### config.mk
export PLATFORM = sky130hd
export DESIGN_NAME = seg7_time_decoder
export DESIGN_NICKNAME = d
export VERILOG_FILES = /design/src/rtl/seg7_pkg.sv /design/src/rtl/seg7_digit_dec.sv /design/src/rtl/seg7_time_decoder.sv
export SDC_FILE = /design/constraint.sdc
export NUM_CORES = 1
export LEC_CHECK = 0
export BUFFER_PORTS_ARGS = -buffer_cell sky130_fd_sc_hd__buf_2
export CORE_AREA = 4 4 116 201
export CTS_BUF_LIST = sky130_fd_sc_hd__clkbuf_8
export DETAILED_ROUTE_END_ITERATION = 8
export DIE_AREA = 0 0 120 205
export PLACE_DENSITY = 0.66
export SYNTH_ARGS = -nofsm -noshare
export SYNTH_HDL_FRONTEND = slang
export SYNTH_SLANG_ARGS = --single-unit
### constraint.sdc
create_clock -name clk -period 6.8 [get_ports clk]
set_input_delay 0.68 -clock clk [delete_from_list [all_inputs] [get_ports clk]]
set_output_delay 0.68 -clock clk [all_outputs]
set_load 0.02 [all_outputs]
### src/rtl/seg7_pkg.sv
// Shared constants for the 7-segment time decoder: active-low digit patterns,
// time limits and the output FSM state type.
package seg7_pkg;

  // Active-low {g,f,e,d,c,b,a} patterns as produced by the display encoder
  localparam logic [6:0] SEG_0     = 7'b1000000;
  localparam logic [6:0] SEG_1     = 7'b1111001;
  localparam logic [6:0] SEG_2     = 7'b0100100;
  localparam logic [6:0] SEG_3     = 7'b0110000;
  localparam logic [6:0] SEG_4     = 7'b0011001;
  localparam logic [6:0] SEG_5     = 7'b0010010;
  localparam logic [6:0] SEG_6     = 7'b0000010;
  localparam logic [6:0] SEG_7     = 7'b1111000;
  localparam logic [6:0] SEG_8     = 7'b0000000;
  localparam logic [6:0] SEG_9     = 7'b0010000;
  localparam logic [6:0] SEG_BLANK = 7'b1111111;

  localparam logic [5:0] MAX_HR = 6'd23;
  localparam logic [5:0] MAX_MS = 6'd59;

  typedef enum logic [0:0] {
    ST_EMPTY = 1'b0,
    ST_PEND  = 1'b1
  } out_state_e;

  function automatic logic [6:0] bcd_join(input logic [3:0] msd, input logic [3:0] lsd);
    return ({3'd0, msd} * 7'd10) + {3'd0, lsd};
  endfunction

endpackage

### src/rtl/seg7_digit_dec.sv
// Maps one active-low 7-segment pattern back to its decimal digit; anything
// that is not an exact 0..9 pattern (blank included) is flagged invalid.
module seg7_digit_dec
  import seg7_pkg::*;
(
  input  logic [6:0] pattern,
  output logic [3:0] digit,
  output logic       valid
);

  // Exact-match lookup against the encoder table
  always_comb begin
    digit = 4'd0;
    valid = 1'b1;
    case (pattern)
      SEG_0:     digit = 4'd0;
      SEG_1:     digit = 4'd1;
      SEG_2:     digit = 4'd2;
      SEG_3:     digit = 4'd3;
      SEG_4:     digit = 4'd4;
      SEG_5:     digit = 4'd5;
      SEG_6:     digit = 4'd6;
      SEG_7:     digit = 4'd7;
      SEG_8:     digit = 4'd8;
      SEG_9:     digit = 4'd9;
      SEG_BLANK: valid = 1'b0;
      default:   valid = 1'b0;
    endcase
  end

endmodule

### src/rtl/seg7_time_decoder.sv
// Receive-side HH:MM:SS decoder: filters the six digit buses for stability,
// decodes and range-checks them, and offers each new time on a valid/ready port.
module seg7_time_decoder
  import seg7_pkg::*;
#(
  parameter int unsigned STABLE_CYCLES = 4,
  parameter int unsigned CNT_W         = 8
) (
  input  logic       clk,
  input  logic       RST,
  input  logic [6:0] ss7_lsd,
  input  logic [6:0] ss7_msd,
  input  logic [6:0] mm7_lsd,
  input  logic [6:0] mm7_msd,
  input  logic [6:0] hh7_lsd,
  input  logic [6:0] hh7_msd,
  input  logic       out_ready,
  input  logic       clr_err,
  output logic       out_valid,
  output logic [5:0] hr,
  output logic [5:0] min,
  output logic [5:0] sec,
  output logic       seq_ok,
  output logic       err_pattern,
  output logic       err_range,
  output logic       overrun
);

  localparam logic [41:0]      SNAP_RST = {6{SEG_0}};
  localparam logic [CNT_W-1:0] CNT_MAX  = CNT_W'(STABLE_CYCLES);
  localparam logic [CNT_W-1:0] CNT_LAST = CNT_W'(STABLE_CYCLES - 1);

  logic [41:0]      raw_s;
  logic [41:0]      snap_r;
  logic [CNT_W-1:0] cnt_r;
  logic             same_s;
  logic             accept_s;

  logic [3:0]       dig_s [6];
  logic [5:0]       dv_s;
  logic [6:0]       hr_v_s, min_v_s, sec_v_s;
  logic             pat_ok_s, rng_ok_s;

  logic             stg_go_r, stg_pat_ok_r, stg_rng_ok_r;
  logic [5:0]       stg_hr_r, stg_min_r, stg_sec_r;
  logic [41:0]      stg_pat_r;

  out_state_e       state_r;
  logic             prev_valid_r;
  logic [5:0]       prev_hr_r, prev_min_r, prev_sec_r;
  logic [41:0]      pub_pat_r;
  logic [5:0]       nxt_hr_s, nxt_min_s, nxt_sec_s;
  logic             seq_hit_s, publish_s;
  logic             pat_err_set_s, rng_err_set_s, ovr_set_s;

  assign raw_s  = {hh7_msd, hh7_lsd, mm7_msd, mm7_lsd, ss7_msd, ss7_lsd};
  assign same_s = (raw_s == snap_r);
  // Fires only on the cycle the count first reaches the threshold, so a held value is taken once
  assign accept_s = same_s && (cnt_r == CNT_LAST) && (!prev_valid_r || (snap_r != pub_pat_r));

  // Stability filter: snapshot plus saturating run-length counter
  always_ff @(posedge clk or posedge RST) begin
    if (RST) begin
      snap_r <= SNAP_RST;
      cnt_r  <= {CNT_W{1'b0}};
    end else begin
      snap_r <= raw_s;
      if (!same_s) cnt_r <= {CNT_W{1'b0}};
      else if (cnt_r != CNT_MAX) cnt_r <= cnt_r + CNT_W'(1);
    end
  end

  for (genvar i = 0; i < 6; i++) begin : g_dig
    seg7_digit_dec u_dec (
      .pattern (snap_r[7*i +: 7]),
      .digit   (dig_s[i]),
      .valid   (dv_s[i])
    );
  end

  assign sec_v_s  = bcd_join(dig_s[1], dig_s[0]);
  assign min_v_s  = bcd_join(dig_s[3], dig_s[2]);
  assign hr_v_s   = bcd_join(dig_s[5], dig_s[4]);
  assign pat_ok_s = &dv_s;
  assign rng_ok_s = (dig_s[1] <= 4'd5) && (dig_s[3] <= 4'd5) && (dig_s[5] <= 4'd2) &&
                    (hr_v_s <= {1'b0, MAX_HR}) && (min_v_s <= {1'b0, MAX_MS}) &&
                    (sec_v_s <= {1'b0, MAX_MS});

  // Decode stage: capture the checked value one cycle after acceptance
  always_ff @(posedge clk or posedge RST) begin
    if (RST) begin
      stg_go_r     <= 1'b0;
      stg_pat_ok_r <= 1'b0;
      stg_rng_ok_r <= 1'b0;
      stg_hr_r     <= 6'd0;
      stg_min_r    <= 6'd0;
      stg_sec_r    <= 6'd0;
      stg_pat_r    <= SNAP_RST;
    end else begin
      stg_go_r <= accept_s;
      if (accept_s) begin
        stg_pat_ok_r <= pat_ok_s;
        stg_rng_ok_r <= rng_ok_s;
        stg_hr_r     <= hr_v_s[5:0];
        stg_min_r    <= min_v_s[5:0];
        stg_sec_r    <= sec_v_s[5:0];
        stg_pat_r    <= snap_r;
      end
    end
  end

  // Previous published time advanced by one second, with day wrap
  always_comb begin
    nxt_hr_s  = prev_hr_r;
    nxt_min_s = prev_min_r;
    nxt_sec_s = prev_sec_r + 6'd1;
    if (prev_sec_r == MAX_MS) begin
      nxt_sec_s = 6'd0;
      if (prev_min_r == MAX_MS) begin
        nxt_min_s = 6'd0;
        if (prev_hr_r == MAX_HR) nxt_hr_s = 6'd0;
        else nxt_hr_s = prev_hr_r + 6'd1;
      end else begin
        nxt_min_s = prev_min_r + 6'd1;
      end
    end else begin
      nxt_sec_s = prev_sec_r + 6'd1;
    end
  end

  assign seq_hit_s     = prev_valid_r && (stg_hr_r == nxt_hr_s) &&
                         (stg_min_r == nxt_min_s) && (stg_sec_r == nxt_sec_s);
  assign publish_s     = stg_go_r && stg_pat_ok_r && stg_rng_ok_r;
  assign pat_err_set_s = stg_go_r && !stg_pat_ok_r;
  assign rng_err_set_s = stg_go_r && stg_pat_ok_r && !stg_rng_ok_r;
  assign ovr_set_s     = (state_r == ST_PEND) && publish_s && !out_ready;

  // Output FSM with registered offer, history of the last published time and overrun flag
  always_ff @(posedge clk or posedge RST) begin
    if (RST) begin
      state_r      <= ST_EMPTY;
      out_valid    <= 1'b0;
      hr           <= 6'd0;
      min          <= 6'd0;
      sec          <= 6'd0;
      seq_ok       <= 1'b0;
      overrun      <= 1'b0;
      prev_valid_r <= 1'b0;
      prev_hr_r    <= 6'd0;
      prev_min_r   <= 6'd0;
      prev_sec_r   <= 6'd0;
      pub_pat_r    <= SNAP_RST;
    end else begin
      if (publish_s) begin
        hr           <= stg_hr_r;
        min          <= stg_min_r;
        sec          <= stg_sec_r;
        seq_ok       <= seq_hit_s;
        prev_valid_r <= 1'b1;
        prev_hr_r    <= stg_hr_r;
        prev_min_r   <= stg_min_r;
        prev_sec_r   <= stg_sec_r;
        pub_pat_r    <= stg_pat_r;
      end
      case (state_r)
        ST_EMPTY: begin
          if (publish_s) begin
            out_valid <= 1'b1;
            state_r   <= ST_PEND;
          end
        end
        ST_PEND: begin
          if (!publish_s && out_ready) begin
            out_valid <= 1'b0;
            state_r   <= ST_EMPTY;
          end
        end
        default: begin
          out_valid <= 1'b0;
          state_r   <= ST_EMPTY;
        end
      endcase
      overrun <= ovr_set_s | (overrun & ~clr_err);
    end
  end

  // Sticky decode error flags; a new error outranks a same-cycle clear
  always_ff @(posedge clk or posedge RST) begin
    if (RST) begin
      err_pattern <= 1'b0;
      err_range   <= 1'b0;
    end else begin
      err_pattern <= pat_err_set_s | (err_pattern & ~clr_err);
      err_range   <= rng_err_set_s | (err_range & ~clr_err);
    end
  end

endmodule

* After elaboration in Yosys (flattened, before gate mapping) *
Index checks and enable logic that the tools add are counted.

cells by class
  $add $sub $neg = 7
  multiply operators = 3
  magnitude comparators = 6
  eq/ne operators = 67
  muxes and demuxes = 26
  bitwise gates (word level) = 8
  reduce and logical (&&, ||, !) cells = 37

operator list
  kind                                                             count
  one-hot mux 4 bit (9 select lines)                               6
  equality test 7 x 5 -> 1 bit (second input constant)             18
  equality test 7 bit (second input constant)                      18
  equality test 7 x 6 -> 1 bit (second input constant)             12
  OR reduction 10 bit                                              6
  equality test 42 bit                                             1
  equality test 7 x 2 -> 1 bit (second input constant)             6
  zero test 7 bit                                                  6
  != test 42 bit                                                   1
  two-way mux 6 bit                                                6
  adder 7 x 4 -> 7 bit                                             3
  adder 6 x 1 -> 6 bit (second input constant)                     3
  equality test 6 bit                                              3
  multiplier 4 x 3 -> 6 bit (second input constant)                3
  logical AND 1 bit                                                17
  two-way mux 8 bit                                                2
  less-or-equal comparator 7 x 6 -> 1 bit (second input constant)  2
  equality test 6 bit (second input constant)                      2
  two-way mux 1 bit                                                10
  adder 8 x 1 -> 8 bit (second input constant)                     1
  equality test 8 x 2 -> 1 bit (second input constant)             1
  less-or-equal comparator 4 x 3 -> 1 bit (second input constant)  2
  != test 8 x 3 -> 1 bit (second input constant)                   1
  less-or-equal comparator 7 x 5 -> 1 bit (second input constant)  1
  other kinds (12)                                                 23

word-level totals
  flip-flop bits (word level) = 180
  input port bits = 46
  output and inout bits = 23
  logic and storage cells = 174

* Longest topological paths before layout *
Gate-level depths: netlist (run 1).

  word-level depth = 8
  mapped depth = 15
  depth with buffers taken out = 14

* Cells and area by module *
A second synthesis (run 1) with hierarchy kept.

second synthesis, totals
  cells, all modules = 910
  area, all modules = 10391.2 um2

by module, submodules not included
  module             times used  cells an instance  area each (um2)  seq. area each (um2)
  seg7_time_decoder  1           718                9047.4           4526.8
  seg7_digit_dec     6           32                 224.0            0.0

* Worst setup path before layout (run 1) *
Ideal clock, no wire load.

  path kind = reg2reg
  start point = register snap_r[24]
  end point = register stg_rng_ok_r
  setup time = 0.076 ns
  arrival = 3.686 ns
  required time = 6.724 ns
  setup slack = 3.038 ns
  stages on the path, launching flop included = 16
  buffers on the path = 1
  period minus slack after synthesis = 3.762 ns
  path through = dfrtp_1 clkbuf_1 or4b_2 o22ai_1 nand2_1 o31ai_1 ha_1 ha_1 inv_1 fa_1 and3_1 o211a_1 maj3_1 o22ai_1 o2111ai_1 o21ai_1

on the way
  cells in the longest elaborated chain, start to end = 8
  elaborated cells between the ends (all ways) = 24
  classes of those cells = add/sub (1); mul (1); order compare (2); eq/ne (10); mux (1); reduce/logical (9)

RTL lines
  what                                                                          line                      text
  start: declaration                                                            seg7_time_decoder.sv:34   logic [41:0] snap_r;
  start signal: assignment                                                      seg7_time_decoder.sv:67   snap_r <= raw_s;
  parallel branches: the longest is 8 deep, another holds adder 7 x 4 -> 7 bit  -
  end signal: assignment                                                        seg7_time_decoder.sv:103  stg_rng_ok_r <= rng_ok_s;
  end: declaration                                                              seg7_time_decoder.sv:44   logic stg_go_r, stg_pat_ok_r, stg_rng_ok_r;

Several ways; the timed one is not identified.
A chain may end at the register's enable or synchronous reset.

* Worst setup path in the final report (run 1) *
  start point = register snap_r[12]
  end point = register stg_rng_ok_r

on the way
  cells in the longest elaborated chain, start to end = 8
  elaborated cells between the ends (all ways) = 24
  classes of those cells = add/sub (1); mul (1); order compare (2); eq/ne (10); mux (1); reduce/logical (9)

RTL lines
  what
  parallel branches: the longest is 8 deep, another holds adder 7 x 4 -> 7 bit

Several ways; the timed one is not identified.

==> metrics.yaml, run 1 <==
final_layout:
  finish.utilization: 0.527
  layout.nets: 1046
  fillers: 1938
  drive_gt1_frac: 0.253
  syn2layout_area_growth_pct: 8.42
critical_path:
  crit_fanout: 9
  startpoint_type: "flip-flop"
  critPathCaptureType: "flip-flop"
  crit_top_cell: "ha_1"
  cp_slowest_cell: "o32ai_1"
  cpPeakStageDelay_ns: 0.59
  path_class: "flip-flop to flip-flop"
  worst-path-buf-inv: 1
  crit_required_ns: 7.21
  worstPathArrival_ns: 4.50
  path_cells: "or2_2 -> o32ai_1 -> nand2_1 -> o31ai_1 -> ha_1 -> ha_1 -> inv_1 -> fa_1 -> and3_1 -> o211a_1 -> maj3_1 -> nor2_1 -> o2111ai_1 -> o21ai_1"
  cp_top_family: "adder cells"
global_routing:
  grt_pass1_wl_um: 41000
  grt_pass1_vias: 7426
  antenna_found_initial: 1
  grt.total_usage: 0.217
  top_usage_layer: "met2"
  met2_usage: 0.395
  gr-usage-met3: 0.0334
  use_met1: 0.239
  gr-total-overflow: 0
  grt_max_degree: 108
sta:
  fin_skew_ns: 0.0138
  relSlewSlack: 0.383
  rsz0062_at_grt: "no"
  fin_setup_tns_ns: 0
  clock.fmax_mhz: 245
  fin_crit_ns: 4.08
  finalCritPeriodShare: 0.601
  hold_viol: 0
  layout_setup_ws_ns: 2.72
  tightest_slew_ns: 0.925
  holdWs_ns: 0.271
  slew_viol_final: 0
  finalSetupViolCount: 0
placed_design:
  dp_hpwl_um: 18900
  portBuffers: 68
  place_ws_ns: 2.74
  place.gp.congestion: 0.899
route:
  route.detailed.drc: 0
  via_count: 7432
  initialDrtViolationCount: 543
  drt-pass1-iter-count: 5
  vias_per_cell: 5.82
  drtAntennaViolNets: 0
  totalWireLength_um: 26000
  wl_per_cell_um: 20.4
floorplanning:
  fp.dieArea_um2: 24600
  initial_utilization: 0.486
  dieHeight_um: 205
  rows: 71
  pin_count: 69
  coreArea_um2: 21600
  fp.dieW_um: 120
run_status:
  outcome: "complete, no violations"
clocking:
  cts-htree-levels: 4
  cts_resized: 0
  clk_latency_ns: 0.48
  cts_root_buf: "clkbuf_8"
  cts_tree: "yes"
  post_cts_buffers: 0
  clk_pin_slew_ns: 0.09
  clock_path_buffers: 2
  cts.sinks: 180
  cts_hold_buffers: 0
  cts-buffers-inserted: 17
power_and_ir_drop:
  p_total_mw: 2.14
  power.density_nw_per_um2: 188
  ir_drop_mv: 0.142
  leakagePower_nw: 5.42
logic_synthesis:
  ys_seq_area_frac: 0.431
  ys.flop_type: "dfrtp_1"
  synth-seq-cells: 180
  synth_edf_count: 0
  yosysWarnings: 0
  async_flop_share: 1.00
  yosys.area.top_type: "dfrtp_1"
  synthTopCellsByArea: "dfrtp_1 39%, mux2_4 8.2%, mux2_2 6.4%"
  synthCells: 949
  syn_avg_cell_area_um2: 11.1
  syn_nets: 1023
  ys_types: 77
  syn_area_um2: 10500
  synth_top_area_frac: 0.386
job:
  maxCapViolCount: 0
worst_hold_path:
  hold_path_class: "primary input to asynchronous set/reset pin"
[cells in the mapped netlist, types with 4 or more instances]
| cell | number |
|---|---|
| mux2_4 | 57 |
| o22ai_1 | 11 |
| a2111oi_0 | 7 |
| xnor2_1 | 45 |
| xor2_1 | 63 |
| nand2b_1 | 19 |
| buf_6 | 9 |
| nand2_1 | 44 |
| o21ai_0 | 23 |
| or3_1 | 9 |
| ha_1 | 22 |
| a31oi_1 | 7 |
| nor2_1 | 45 |
| dfstp_2 | 18 |
| dfrtp_1 | 162 |
| clkbuf_1 | 35 |
| nor4_1 | 24 |
| o31ai_1 | 8 |
| and2_1 | 4 |
| inv_1 | 32 |
| nor3_1 | 9 |
| nand4b_1 | 7 |
| nor3b_1 | 6 |
| a221oi_1 | 6 |
| a2bb2oi_1 | 6 |
| nand4_1 | 24 |
| fa_1 | 6 |
| buf_2 | 19 |
| nor2b_1 | 11 |
| a21o_1 | 5 |
| mux2_2 | 60 |
| a21oi_1 | 24 |
| mux2i_1 | 10 |
| nor4b_1 | 4 |
| o211a_1 | 4 |
| and3_1 | 12 |
| nand3_1 | 23 |
[registers in the layout, indices dropped and copies added (netlist names), 6 cells and up]
| register | flops |
|---|---|
| prev_sec_r | 6 |
| stg_min_r | 6 |
| stg_sec_r | 6 |
| snap_r | 42 |
| pub_pat_r | 42 |
| prev_min_r | 6 |
| stg_hr_r | 6 |
| stg_pat_r | 42 |
| cnt_r | 8 |
| prev_hr_r | 6 |
[cell families (layout without fill, tap and decap cells)]
group                      after synthesis  after routing  synth area share
and+or+nand+nor                        266            266             0.143
DFF                                    180            180             0.431
AOI/OAI and AO/OA                      136            136            0.0910
muxes                                  127            127             0.155
xor gates and xnor gates               110            110            0.0945
buffers and inverters                  100            136            0.0452
adders and majority gates               30             30            0.0396
other                                    0              1                 0
[per-stage QoR]
step,cell area (um^2),std cells
after CTS,11400,1277
after floorplan,10500,949
after global routing,11400,1277
after global placement,10900,1245
final,11400,1278
after detailed placement,10900,1245
[metal layers]
metal	vias to the layer above	wire length, um
met5	-	0
met4	0	1280
met3	56	812
met2	170	13900
met1	3742	10100
li1	3464	-
[power by group]
part	leakage, nW	internal (mW)	switching [mW]
sequential	2.36	1.08	0.0419
combinational	2.80	0.0536	0.0824
clock	0.253	0.489	0.385
total	5.42	1.63	0.509
[cell usage in the layout, fill, tap and decap left out, types with 4 or more instances in the layout]
cell,count
dfrtp_1,162
buf_2,68
xor2_1,63
mux2_2,60
mux2_4,57
xnor2_1,45
nor2_1,45
nand2_1,44
inv_1,34
nand4_1,24
nor4_1,24
a21oi_1,24
o21ai_0,23
nand3_1,22
ha_1,22
nand2b_1,19
clkbuf_8,19
dfstp_2,18
and3_1,12
nor2b_1,11
o22ai_1,11
mux2i_1,10
nor3_1,9
or3_1,9
o31ai_1,8
a2111oi_0,7
nand4b_1,7
a31oi_1,7
a221oi_1,6
a2bb2oi_1,6
nor3b_1,6
fa_1,6
bufinv_16,6
a21o_1,5
and2_1,4
o211a_1,4
nor4b_1,4
buf_4,4
[path summary, 6_finish.rpt]
kind / start / to / slack [ns] / depth (start not counted)
worst max-delay path: snap_r[12] / stg_rng_ok_r / 2.72 / 14
worst min-delay path: RST / prev_hr_r[3] / 0.27 / 2
worst max register to register: snap_r[12] / stg_rng_ok_r / 2.72 / 14
min in group clk: ss7_lsd[6] / snap_r[6] / 0.31 / 1
max in group asynchronous: RST / stg_pat_r[19] / 5.09 / 3
worst min register to register: state_r / out_valid / 0.46 / 1
[cell type report]
| cell class | instances | area, um^2 | area share |
|---|---|---|---|
| flip-flops and latches | 180 | 4530 | 0.398 |
| multi-input cells | 669 | 5510 | 0.484 |
| well taps | 292 | 365 | 0.0321 |
| clock inverters | 13 | 215 | 0.0189 |
| clock buffers | 19 | 262 | 0.0230 |
| inverters | 32 | 128 | 0.0112 |
| diodes | 1 | 2.50 | 0.000220 |
| repair buffers | 72 | 370 | 0.0325 |
(Power assumes the default switching activity.)
==> run 2, diff against run 1 <==
- ABC_AREA: unset -> 1
- CORE_AREA: 4 4 116 201 -> 4 4 115 198
- DIE_AREA: 0 0 120 205 -> 0 0 119 202
- clock period: 6.8 -> 4.3 ns (I/O delays scaled with it)
==> run 2 against run 1 <==
Power increased by 48%. Combinational power grew 73%. Critical path type unchanged. Cell count rose by 32%. First-iteration DRC count decreased by 2.4%.
==> metrics.yaml, run 2 <==
run_status:
  outcome: "complete, no violations"
sta:
  rsz0062_at_grt: "no"
  clock.fmax_mhz: 313  # +28%
  finalCritPeriodShare: 0.742  # +0.141
  hold_viol: 0  # unchanged
  finalSetupViolCount: 0  # unchanged
  fin_crit_ns: 3.19  # -0.894 ns
  relSlewSlack: 0.332  # -0.0511
  slew_viol_final: 0  # unchanged
  fin_setup_tns_ns: 0  # unchanged
  fin_skew_ns: 0.0174  # +0.00360 ns
  tightest_slew_ns: 1.00  # +0.0746 ns
placed_design:
  portBuffers: 68  # unchanged
  place_inst: 1658  # +33%
  place.gp.congestion: 0.940  # +4.5%
  dp_hpwl_um: 20400  # +7.6%
final_layout:
  fillers: 2109  # +8.8%
  layout.nets: 1463  # +40%
  final_common_cell: "nand2_1"
  syn2layout_area_growth_pct: 9.28
  regArea_um2: 4530  # unchanged
  drive_gt1_frac: 0.115  # -0.138
  diodes: 0  # -1
  multi_input_area_um2: 4790  # -13%
  mostFrequentLayoutCells: "415 x nand2_1, 175 x inv_1, 162 x dfrtp_1"
  fin_cells: 1690  # +32%
  reg_top3: "pub_pat_r: 42 flops, snap_r: 42 flops, stg_pat_r: 42 flops"
route:
  drtAntennaViolNets: 0  # unchanged
  vias_per_cell: 5.12  # -12%
  via_count: 8658  # +16%
  route.detailed.drc: 0  # unchanged
  drt-pass1-iter-count: 5  # unchanged
  initialDrtViolationCount: 530  # -2.4%
  totalWireLength_um: 26500  # +1.7%
  wl_per_cell_um: 15.7  # -23%
logic_synthesis:
  synth_edf_count: 0  # unchanged
  ys_types: 44  # -43%
  yosysWarnings: 0  # unchanged
  syn_nets: 1410  # +38%
  synth-seq-cells: 180  # unchanged
  synth_most_common_cell: "nand2_1"
  ys_seq_area_frac: 0.444  # +0.0124
  async_flop_share: 1.00  # unchanged
  syn_avg_cell_area_um2: 7.64  # -31%
  yosys.area.top_type: "dfrtp_1"
  synthTopCellsByArea: "dfrtp_1 40%, nand2_1 15%, inv_1 6.4%"
  ys.flop_type: "dfrtp_1"
  synth_top_area_frac: 0.397  # +0.0111
  ys_top_cells_by_count: "415 x nand2_1, 174 x inv_1, 162 x dfrtp_1"
  syn_area_um2: 10200  # -2.8%
  synthCells: 1336  # +41%
power_and_ir_drop:
  netSwitchingPower_mw: 0.834  # +64%
  seqPwrFrac: 0.553  # +0.026
  comb_power_share: 0.074  # +0.010
  p_int_mw: 2.34  # +44%
  power.density_nw_per_um2: 284  # +52%
  ir_drop_mv: 0.182  # +28%
  swShare: 0.263  # +0.0245
  p_clk_frac: 0.373  # -0.036
  leakagePower_nw: 5.60  # +3.4%
  p_total_mw: 3.17  # +48%
clocking:
  cts_tree: "yes"
  cts_root_buf: "clkbuf_8"
  clock_path_buffers: 2  # unchanged
  cts-htree-levels: 4  # unchanged
  cts-buffers-inserted: 17  # unchanged
  cts.sinks: 180  # unchanged
  cts_resized: 0  # unchanged
  clk_latency_ns: 0.49  # about the same
  post_cts_buffers: 0  # unchanged
  clk_pin_slew_ns: 0.09  # about the same
  cts_hold_buffers: 0  # unchanged
global_routing:
  grt.total_usage: 0.226  # +0.00956
  grt_max_degree: 92  # -15%
  grt_pass1_wl_um: 42800  # +4.4%
  grt_pass1_vias: 8317  # +12%
  gr-total-overflow: 0  # unchanged
  antenna_found_initial: 0  # -1
critical_path:
  worst-path-buf-inv: 3  # +2
  crit_required_ns: 4.73  # -2.48 ns
  path_class: "flip-flop to flip-flop"
  critPathCaptureType: "flip-flop"
  cp_slowest_cell: "dfrtp_1"
  crit_top_cell: "nand2_1"
  startpoint_type: "flip-flop"
  cpPeakStageDelay_ns: 0.46  # -0.13 ns
  worstPathArrival_ns: 3.62  # -0.88 ns
  path_cells: "nor2_1 -> nand2_1 -> inv_1 -> nand4_1 -> o21ai_0 -> or2_2 -> ha_1 -> ha_1 -> inv_1 -> fa_1 -> nor2_1 -> nand4_1 -> nand2_1 -> inv_1 -> nand2_1 -> nand2_1 -> nor2_1 -> nand3_1 -> nor2_1 -> nand3_1 -> nand2_1"
  crit_fanout: 6  # -3
  cp_top_family: "simple AND/OR/NAND/NOR gates"
floorplanning:
  pin_count: 69  # unchanged
  fp.dieW_um: 119  # -0.83%
  coreArea_um2: 21100  # -2.2%
  rows: 70  # -1.4%
  fp.dieArea_um2: 24000  # -2.3%
  dieHeight_um: 202  # -1.5%
  initial_utilization: 0.483  # -0.00289
job:
  maxCapViolCount: 0  # unchanged
worst_hold_path:
  hold_path_class: "primary input to flip-flop"
[run 2: cell count changes after synthesis, moves of 24 or more]
cell / previous run / this run
mux2_2: 60 / 0
mux2_4: 57 / 0
o21ai_0: 23 / 80
inv_1: 32 / 174
nand2_1: 44 / 415
xor2_1: 63 / 22
o21ai_2: 0 / 24
nand3_1: 23 / 89
nor2_1: 45 / 113
[run 2: kinds of logic (layout without fill, tap and decap cells)]
| group | count (synthesis) | after routing | synth area share |
|---|---|---|---|
| xor gates and xnor gates | 64 | 64 | 0.0549 |
| adders and majority gates | 28 | 28 | 0.0388 |
| DFF | 180 | 180 | 0.444 |
| buffers and inverters | 217 | 283 | 0.0886 |
| AOI/OAI and AO/OA | 151 | 151 | 0.0878 |
| and+or+nand+nor | 696 | 696 | 0.286 |
[run 2: through the flow]
| stage | area, um^2 | hold slack (ns) | util | setup slack (ns) |
|---|---|---|---|---|
| 2_1_floorplan | 10200 | 0.434 | - | 1.26 |
| 3_3_place_gp | 10800 | 0.454 | 0.509 | 1.18 |
| 3_5_place_dp | 10800 | 0.459 | 0.509 | 1.15 |
| 4_1_cts | 11100 | 0.0254 | 0.528 | 1.13 |
| 5_1_grt | 11100 | 0.0285 | 0.528 | 0.785 |
| 6_report | 11100 | 0.0518 | 0.528 | 1.11 |
[run 2: final cells by class]
class | instances | area share
Inverter | 177 | 0.0599
Sequential cell | 180 | 0.406
Clock inverter | 13 | 0.0121
Timing Repair Buffer | 74 | 0.0368
Clock buffer | 19 | 0.0235
Tap cell | 288 | 0.0323
Multi-Input combinational cell | 939 | 0.429
[run 2: metal layers]
layer  track usage  routed length, um
met1         0.259              10700
met4         0.105               1030
met3        0.0325                686
met2         0.411              14100
met5             0                  0
[run 2: power groups by stage]
stage | Combinational, mW | Clock [mW] | Sequential (mW)
3_3_place_gp | 0.237 | 0 | 1.78
2_1_floorplan | 0.158 | 0 | 1.77
4_1_cts | 0.240 | 1.21 | 1.75
3_5_place_dp | 0.239 | 0 | 1.79
5_1_grt | 0.264 | 1.29 | 1.76
6_report | 0.235 | 1.18 | 1.75
[run 2: worst register-to-register path: stages, from the launching register on]
cell and delay (ns):
dfrtp_1 0.46, nor2_1 0.09, nand2_1 0.11, inv_1 0.06, nand4_1 0.09, o21ai_0 0.13, or2_2 0.36, ha_1 0.29
ha_1 0.19, inv_1 0.06, fa_1 0.43, nor2_1 0.15, nand4_1 0.09, nand2_1 0.09, inv_1 0.04, nand2_1 0.05
nand2_1 0.05, nor2_1 0.09, nand3_1 0.07, nor2_1 0.09, nand3_1 0.08, nand2_1 0.06
[run 2: worst paths after layout]
check                           depth (start not counted)     startpoint  slack [ns]       endpoint
max in group asynchronous                               3            RST        3.12  stg_pat_r[13]
worst min register to register                          2  stg_pat_r[40]        0.47  pub_pat_r[40]
worst min-delay path                                    1     hh7_lsd[6]        0.05     snap_r[34]
min in group asynchronous                               2            RST        0.15  prev_sec_r[1]
worst max register to register                         21     snap_r[22]        1.11   stg_rng_ok_r
worst max-delay path                                   21     snap_r[22]        1.11   stg_rng_ok_r
